<file path="config.mk">
export PLATFORM = sky130hd
export DESIGN_NAME = generador_obstaculos
export DESIGN_NICKNAME = d
export VERILOG_FILES = /design/src/rtl/obs_pkg.sv /design/src/rtl/obs_seg_rom.sv /design/src/rtl/generador_obstaculos.sv
export SDC_FILE = /design/constraint.sdc
export NUM_CORES = 1
export LEC_CHECK = 0
export CAP_MARGIN = 10
export CORE_ASPECT_RATIO = 1.1
export CORE_MARGIN = 2
export CORE_UTILIZATION = 50
export DETAILED_ROUTE_END_ITERATION = 8
export DONT_BUFFER_PORTS = 1
export PLACE_DENSITY = 0.62
export SETUP_SLACK_MARGIN = 0.15
export SYNTH_ARGS = -nofsm -noshare
export SYNTH_HDL_FRONTEND = slang
export SYNTH_SLANG_ARGS = --single-unit
export TNS_END_PERCENT = 10
</file>
<file path="constraint.sdc">
create_clock -name clk -period 8.6 [get_ports clk]
set_input_delay 1.72 -clock clk [delete_from_list [all_inputs] [get_ports clk]]
set_output_delay 1.72 -clock clk [all_outputs]
set_load 0.1 [all_outputs]
</file>
<file path="src/rtl/obs_pkg.sv">
// Shared definitions for the obstacle/bonus stream generator: code encoding,
// seven-segment patterns (abcdefg), bonus point values, FSM states and the
// LFSR step function.
package obs_pkg;

    localparam int unsigned CODE_W = 4;

    localparam logic [CODE_W-1:0] CODE_BLANK     = 4'hF;
    localparam logic [CODE_W-1:0] CODE_MAX_OBS   = 4'd9;
    localparam logic [CODE_W-1:0] CODE_MAX_BONUS = 4'd12;

    localparam logic [6:0] PAT_0  = 7'b0001111;
    localparam logic [6:0] PAT_1  = 7'b1100011;
    localparam logic [6:0] PAT_2  = 7'b0111000;
    localparam logic [6:0] PAT_3  = 7'b0010011;
    localparam logic [6:0] PAT_4  = 7'b1000001;
    localparam logic [6:0] PAT_5  = 7'b0111111;
    localparam logic [6:0] PAT_6  = 7'b0110110;
    localparam logic [6:0] PAT_7  = 7'b0010101;
    localparam logic [6:0] PAT_8  = 7'b0110001;
    localparam logic [6:0] PAT_9  = 7'b1111110;
    localparam logic [6:0] PAT_10 = 7'b0110000;
    localparam logic [6:0] PAT_11 = 7'b1101101;
    localparam logic [6:0] PAT_12 = 7'b1111001;

    localparam logic [5:0] PTS_10 = 6'd10;
    localparam logic [5:0] PTS_11 = 6'd20;
    localparam logic [5:0] PTS_12 = 6'd30;

    localparam logic [15:0] SEED_FALLBACK = 16'hACE1;

    typedef enum logic [1:0] {
        ST_IDLE   = 2'd0,
        ST_RUN    = 2'd1,
        ST_FREEZE = 2'd2
    } obs_state_e;

    function automatic logic [5:0] bonus_points(input logic [CODE_W-1:0] code);
        case (code)
            4'd10:   return PTS_10;
            4'd11:   return PTS_11;
            4'd12:   return PTS_12;
            default: return '0;
        endcase
    endfunction

    // Fibonacci LFSR, taps 16,14,13,11, shifting toward the MSB.
    function automatic logic [15:0] lfsr_next(input logic [15:0] s);
        return {s[14:0], s[15] ^ s[13] ^ s[12] ^ s[10]};
    endfunction

endpackage

</file>
<file path="src/rtl/obs_seg_rom.sv">
// Registered code -> seven-segment pattern lookup for one display digit.
// Bonus patterns exist only when OBS_BONUS_EN is defined.
module obs_seg_rom
    import obs_pkg::*;
(
    input  logic              clk,
    input  logic              rst,
    input  logic [CODE_W-1:0] code_i,
    output logic [6:0]        seg_o
);

    logic [6:0] seg_d;
    logic [6:0] seg_q;

    // Pattern lookup; unknown and blank codes light nothing.
    always_comb begin
        seg_d = '0;
        case (code_i)
            4'd0:    seg_d = PAT_0;
            4'd1:    seg_d = PAT_1;
            4'd2:    seg_d = PAT_2;
            4'd3:    seg_d = PAT_3;
            4'd4:    seg_d = PAT_4;
            4'd5:    seg_d = PAT_5;
            4'd6:    seg_d = PAT_6;
            4'd7:    seg_d = PAT_7;
            4'd8:    seg_d = PAT_8;
            4'd9:    seg_d = PAT_9;
`ifdef OBS_BONUS_EN
            4'd10:   seg_d = PAT_10;
            4'd11:   seg_d = PAT_11;
            4'd12:   seg_d = PAT_12;
`endif
            default: seg_d = '0;
        endcase
    end

    // Output register, one cycle behind the code register.
    always_ff @(posedge clk or posedge rst) begin
        if (rst) seg_q <= '0;
        else     seg_q <= seg_d;
    end

    assign seg_o = seg_q;

endmodule

</file>
<file path="src/rtl/generador_obstaculos.sv">
// Obstacle/bonus stream generator: draws codes from an LFSR, scrolls them
// toward digit 0 at a level-dependent rate and enforces a blank gap after
// every object. Optional bonus codes are enabled by defining OBS_BONUS_EN.
module generador_obstaculos
    import obs_pkg::*;
#(
    parameter int unsigned N_DIG    = 4,
    parameter int unsigned TICK_DIV = 25_000_000,
    parameter int unsigned GAP      = 1,
    parameter logic [15:0] SEED     = 16'hACE1
) (
    input  logic               clk,
    input  logic               rst,
    input  logic               start,
    input  logic               freeze,
    input  logic [1:0]         level,
    input  logic               clr_front,
    output logic [7*N_DIG-1:0] seg_bus,
    output logic [3:0]         front_code,
    output logic               step,
    output logic [5:0]         bonus_pts
);

    localparam int unsigned CNT_W    = $clog2(TICK_DIV);
    localparam logic [15:0] SEED_EFF = (SEED == 16'h0) ? SEED_FALLBACK : SEED;
    localparam logic [2:0]  GAP_L    = 3'(GAP);

    obs_state_e        state_q, state_d;
    logic [CNT_W-1:0]  cnt_q, cnt_d;
    logic [15:0]       lfsr_q, lfsr_d;
    logic [2:0]        gap_q, gap_d;
    logic [CODE_W-1:0] code_q [N_DIG];
    logic [CODE_W-1:0] code_d [N_DIG];
    logic              step_q, step_d;

    logic [31:0]       per_m1;
    logic [CODE_W-1:0] rnd_code;
    logic [CODE_W-1:0] new_code;
    logic [2:0]        new_gap;

    assign per_m1 = (32'(TICK_DIV) >> level) - 32'd1;

    // Code entering the far digit on the next scroll, and the gap it leaves.
    always_comb begin
        rnd_code = lfsr_q[3:0];
`ifdef OBS_BONUS_EN
        if (rnd_code > CODE_MAX_BONUS) rnd_code = CODE_BLANK;
`else
        if (rnd_code > CODE_MAX_OBS) rnd_code = CODE_BLANK;
`endif
        if (gap_q != '0) begin
            new_code = CODE_BLANK;
            new_gap  = gap_q - 3'd1;
        end else begin
            new_code = rnd_code;
            new_gap  = (rnd_code == CODE_BLANK) ? 3'd0 : GAP_L;
        end
    end

    // FSM, tick counter, row shift and front clear; freeze beats start.
    always_comb begin
        state_d = state_q;
        cnt_d   = cnt_q;
        gap_d   = gap_q;
        code_d  = code_q;
        step_d  = 1'b0;
        lfsr_d  = (state_q == ST_RUN) ? lfsr_next(lfsr_q) : lfsr_q;

        if (freeze) begin
            if (state_q == ST_RUN) state_d = ST_FREEZE;
        end else if (start) begin
            state_d = ST_RUN;
            cnt_d   = '0;
            gap_d   = '0;
            for (int unsigned k = 0; k < N_DIG; k++) code_d[k] = CODE_BLANK;
        end else if (state_q == ST_RUN) begin
            // >= rather than == so a level raise past the count steps at once
            if (32'(cnt_q) >= per_m1) begin
                cnt_d  = '0;
                step_d = 1'b1;
                gap_d  = new_gap;
                for (int unsigned k = 0; k < N_DIG - 1; k++) code_d[k] = code_q[k+1];
                code_d[N_DIG-1] = new_code;
            end else begin
                cnt_d = cnt_q + CNT_W'(1);
                if (clr_front) code_d[0] = CODE_BLANK;
            end
        end
    end

    // State registers.
    always_ff @(posedge clk or posedge rst) begin
        if (rst) begin
            state_q <= ST_IDLE;
            cnt_q   <= '0;
            lfsr_q  <= SEED_EFF;
            gap_q   <= '0;
            step_q  <= 1'b0;
            for (int unsigned k = 0; k < N_DIG; k++) code_q[k] <= CODE_BLANK;
        end else begin
            state_q <= state_d;
            cnt_q   <= cnt_d;
            lfsr_q  <= lfsr_d;
            gap_q   <= gap_d;
            step_q  <= step_d;
            for (int unsigned k = 0; k < N_DIG; k++) code_q[k] <= code_d[k];
        end
    end

    for (genvar g = 0; g < N_DIG; g++) begin : g_rom
        obs_seg_rom u_rom (
            .clk    (clk),
            .rst    (rst),
            .code_i (code_q[g]),
            .seg_o  (seg_bus[7*g +: 7])
        );
    end

    assign front_code = code_q[0];
    assign step       = step_q;

`ifdef OBS_BONUS_EN
    assign bonus_pts = bonus_points(code_q[0]);
`else
    assign bonus_pts = '0;
`endif

endmodule
</file>
# --- After elaboration in Yosys (flattened, before gate mapping) ---
# Memories as Yosys holds them, arrays and structs flattened. A register that Yosys moved wholly into a read port is not among the register bits.
# Cells that the tools add are included.
totals:
  register_bits: 63
  romBits: 448
  inputBits: 7
  output_inout_bits: 39
  wordCells: 57
  n_memories: 4
op_classes:
  addsub: 3
  magnitude_cmp: 2
  n_eq_ne: 3
  shifts: 1
  n_mux: 22
  bitwise_logic: 4
  n_reduce_logical: 9
memory_table:
  columns: ["memory", "depth", "word_bits", "read_ports", "rd_ports_with_merged_regs", "write_ports", "line", "source"]
  rows:
  - ["(name not given)", 16, 7, 1, 1, 0, "obs_seg_rom.sv:18", "case (code_i)"]
  - ["(name not given)", 16, 7, 1, 1, 0, "obs_seg_rom.sv:18", null]
  - ["(name not given)", 16, 7, 1, 1, 0, "obs_seg_rom.sv:18", null]
  - ["(name not given)", 16, 7, 1, 1, 0, "obs_seg_rom.sv:18", null]
op_table:
  columns: ["operator", "n"]
  rows:
  - ["$mux W25", 3]
  - ["$ge A25 B32 Y1", 1]
  - ["$mux W16", 2]
  - ["$shr A25 B2 Y32 const A", 1]
  - ["$sub A32 B1 Y32 const B", 1]
  - ["$add A25 B1 Y25 const B", 1]
  - ["$mux W4", 4]
  - ["$mux W12", 1]
  - ["$mux W3", 4]
  - ["$mux W2", 3]
  - ["$reduce_and A3 Y1", 2]
  - ["$reduce_bool A2 Y1", 3]
  - ["$reduce_bool A3 Y1", 2]
  - ["$mux W1", 5]
  - ["$eq A4 B4 Y1 const B", 1]
  - ["$gt A4 B4 Y1 const B", 1]
  - ["$reduce_and A2 Y1", 2]
  - ["$sub A3 B1 Y3 const B", 1]
  - ["$xor A1 B1 Y1", 3]
  - ["$eq A2 B1 Y1 const B", 1]
  - ["$ne A2 B1 Y1 const B", 1]
  - ["$not A1 Y1", 1]

# --- Longest topological paths before layout ---
depth:
  ltp_word: 8
  mapped_depth: 12
  depth_no_buf: 10

# --- By module ---
# Synthesis repeated with hierarchy kept, for this count alone.
hier_totals:
  cells_unflattened: 507
  hier_area_um2: 4941.0
by_module_without_submodules:
  columns: ["module", "n_inst", "cells_per_inst", "area_each_um2", "seq_area_each_um2"]
  rows:
  - ["generador_obstaculos", 1, 359, 3432.0, 1606.5]
  - ["obs_seg_rom at g_rom[0].u_rom ...", 3, 37, 380.4, 175.2]
  - ["obs_seg_rom at g_rom[3].u_rom", 1, 37, 367.9, 175.2]

# --- Worst setup path before layout ---
# No wires, ideal clock.
synth_path:
  kind: "input to register"
  start: "input port level[1]"
  end: "register code_q[6] (netlist bit)"
  setup_time_ps: 80
  arrival_time_ps: 3889
  required_ps: 8520
  path_slack_ps: 4631
  stages: 11
  path_buffers: 2
  cell_sequence: "inv_1 nand2_1 ha_1 a211o_1 a221o_1 a221oi_2 o211ai_2 and2_1 buf_6 buf_6 o22a_1"
synth_between:
  elab_chain_cells: 5
synth_lines:
  columns: ["item", "line", "source"]
  rows:
  - ["start, declared", "generador_obstaculos.sv:16", "input logic [1:0] level,"]
  - ["$shr A25 B2 Y32", "generador_obstaculos.sv:41", "assign per_m1 = (32'(TICK_DIV) >> level) - 32'd1;"]
  - ["$sub A32 B1 Y32", "generador_obstaculos.sv:41", null]
  - ["$ge A25 B32 Y1", "generador_obstaculos.sv:78", "if (32'(cnt_q) >= per_m1) begin"]
  - ["$reduce_bool A2 Y1 (no line)", null, null]
  - ["$reduce_and A3 Y1 (no line)", null, null]
  - ["end, declared", "generador_obstaculos.sv:32", "logic [CODE_W-1:0] code_q [N_DIG];"]
# No other way between the ends.
# A chain may end at the register's enable or synchronous reset.

# --- Final worst setup path ---
layout_path:
  start: "input port level[1]"
  end: "register code_q[9] (netlist bit)"
# The elaborated chain is that of the path after synthesis.

==> run summary <==
n_diodes - 0
vias per inst - 5.39
post-synthesis sequential area ratio - 48.3%
total core area - 9310 um2
initial DRC count - 106
most frequent cell after synthesis - dfrtp_1
I/O Buffers - 0
CP Capture Type - flip-flop
crit path max fanout - 28
Vias - 3118
synthesized area - 4780 um2
dpl hpwl - 5690 um
critical path launch point type - primary input
design area - 4980 um2
Clock Skew - 0.00908 ns
simple-gate area share of the yosys netlist - 13.6%
share of cells above drive strength 1 - 15.2%
global-route wire length before repair - 14600 um
Fin. Hold Viols - 0
grt met1 use - 22.6%
TNS Setup - 0 ns
Post-Synthesis Cells - 462
busiest grt layer - met2
vias in the first global route - 3085
area of the multi-input gates - 2240 um2
Root Buffer - clkbuf_8
Arr. time, crit path - 4.25 ns
Die H - 107 um
top-area cell type share of the netlist area - 35.1%
P_leak - 2.37 nW
initial antenna violation count - 0
DP Worst Slack - 4.29 ns
final worst path period need - 3.95 ns
largest net degree at the start of global routing - 70
number of synthesized flops with an enable pin - 0
Layout area overhead - 4.32%
post-CTS setup buffer count - 0
Syn. warnings - 0
worst hold slack - 0.495 ns
Die W - 97.2 um
final worst slack - 4.65 ns
status - completed
final cycle utilization of the critical path - 45.9%
DP Area - 4810 um2
setup-violating endpoint count in the final report - 0
CTS clk-pin slew, worst paths - 0.08 ns
overall routing resource usage - 17.4%
Maximum Capacitance Violations - 0
worst slew pin tran - 0.932 ns
synth top area cells - dfrtp_1 35%, dfstp_2 13%, ha_1 11%
final wirelength - 8040 um
Worst-Skew Late Latency - 0.37 ns
Synth top cells by count - 67 x dfrtp_1, 45 x nor2_1, 41 x ha_1, 35 x nand2_1, 31 x o21ai_0
DIE AREA - 10400 um2
synthesized area per cell - 10.3 um2
gpl congestion - 0.754
met3 Usage GRT - 5.79%
Slew Viols, Final - 0
Detailed Routing Iterations Pass 1 - 4
main combinational cell family by area after synthesis - simple AND/OR/NAND/NOR gates
power per cell area - 192 nW/um2
CTS Buf Count - 9
mux cell area share after synthesis - 4.69%
Synth Area in Adders - 10.7%
xor-xnor portion of the synthesized cell area - 4.03%
most common flop cell mapped by yosys - dfrtp_1
FF/Latch Area - 2310 um2
post-cts resize count - 0
area leader, netlist - dfrtp_1
CTS Buffer Depth - 2
Initial Util - 51.4%
RSZ-0062 raised after global routing - no
Max Clk Rate - 0.253 GHz
FF+latch count, synth - 91
fin nets - 504
worst vdd ir - 0.103 mV
Synth Area in Compound Gates - 13.0%
final std cells w/o fill - 578
grt ovf - 0
CTS tree - yes
wire per inst - 13.9 um
Setup CP Type - primary input to flip-flop
hold buffers post-CTS - 0
Core Rows - 37
DRC - 0
num ports - 46
Required @ worst endpoint - 8.90 ns
post-synthesis async set-or-reset flop share - 100%
GR Layer Usage met2 - 27.5%
Final ANT Viol Nets - 0
hold crit path type - flip-flop to flip-flop
placed cell count - 562
FILL cells - 808
Slew HR - 37.8%
CTS sink cnt - 91
H-tree levels - 3
Unique masters post-synth - 56
area by class of cell:
type | instances | area share (%)
Sequential cell | 91 | 46.3
Multi-Input combinational cell | 324 | 44.9
Tap cell | 117 | 2.94
Clock buffer | 12 | 2.91
Inverter | 28 | 2.13
Clock inverter | 4 | 0.527
Timing Repair Buffer | 2 | 0.301
per-stage QoR:
step / total power, mW / util (%)
after floorplan: 0.686 / -
after global placement: 0.705 / 51.7
after detailed placement: 0.709 / 51.7
after CTS: 0.972 / 53.6
after global routing: 1.01 / 53.6
final: 0.959 / 53.6
worst paths after layout:
path	from	to	slack (ns)	cells after the start
worst max-delay path	level[1]	code_q[9]	4.65	10
worst min-delay path	lfsr_q[0]	lfsr_q[0]	0.49	2
worst max register to register	cnt_q[5]	code_q[9]	5.71	8
worst min register to register	lfsr_q[0]	lfsr_q[0]	0.49	2
max in group asynchronous	rst	g_rom[3].u_rom.seg_o[4]	6.26	2
min in group asynchronous	rst	g_rom[0].u_rom.seg_o[3]	1.19	1
cell families after synthesis:
group	after synthesis
mux	20
other cells	2
flops	91
buf+inv	54
compound gates	98
fa+ha+maj	41
simple gates	134
xor+xnor	22
layout by cell type, fill, tap and decap left out, drive strengths merged, types with 3 or more instances in the layout:
| master | synthesis | final |
|---|---|---|
| xnor2 | 13 | 13 |
| o211ai | 3 | 3 |
| dfstp | 24 | 24 |
| and3 | 5 | 5 |
| ha | 41 | 41 |
| clkinv | 0 | 4 |
| mux2 | 19 | 19 |
| o2bb2ai | 3 | 3 |
| clkbuf | 9 | 12 |
| nand4 | 4 | 4 |
| conb | 2 | 9 |
| nor2 | 45 | 45 |
| nand2 | 35 | 35 |
| a21oi | 26 | 26 |
| o21ai | 35 | 35 |
| dfrtp | 67 | 67 |
| nand2b | 7 | 7 |
| nand3 | 10 | 10 |
| nand3b | 4 | 4 |
| inv | 28 | 27 |
| nor3 | 5 | 5 |
| xor2 | 9 | 9 |
| o22a | 12 | 12 |
| or3 | 5 | 5 |
power by group:
part | internal, mW | switching [mW] | leakage (nW) | total, mW
combinational | 0.0425 | 0.0691 | 1.11 | 0.112
sequential | 0.458 | 0.128 | 1.17 | 0.586
clock | 0.113 | 0.148 | 0.0863 | 0.261
total | 0.613 | 0.346 | 2.37 | 0.959
state kept, by name (all words and copies together), names as in the netlist:
signal             count
code_q                12
lfsr_q                16
front_code             4
cnt_q                 25
state_q                2
step                   1
gap_q                  3
g_rom.u_rom.seg_o     28
critical path: stages:
cell	delay (ns)
inv_1	0.07
nand2_1	0.10
ha_1	0.30
a211o_1	0.29
a221o_1	0.36
a221oi_2	0.31
o211ai_2	0.27
and2_1	0.33
buf_4	0.25
o22a_1	0.23
metal layers:
layer,up-vias,wire (um)
met4,0,107
met1,1495,3820
met5,-,0
li1,1572,-
met3,9,380
met2,42,3740
Power figures use the tool's default switching activity.
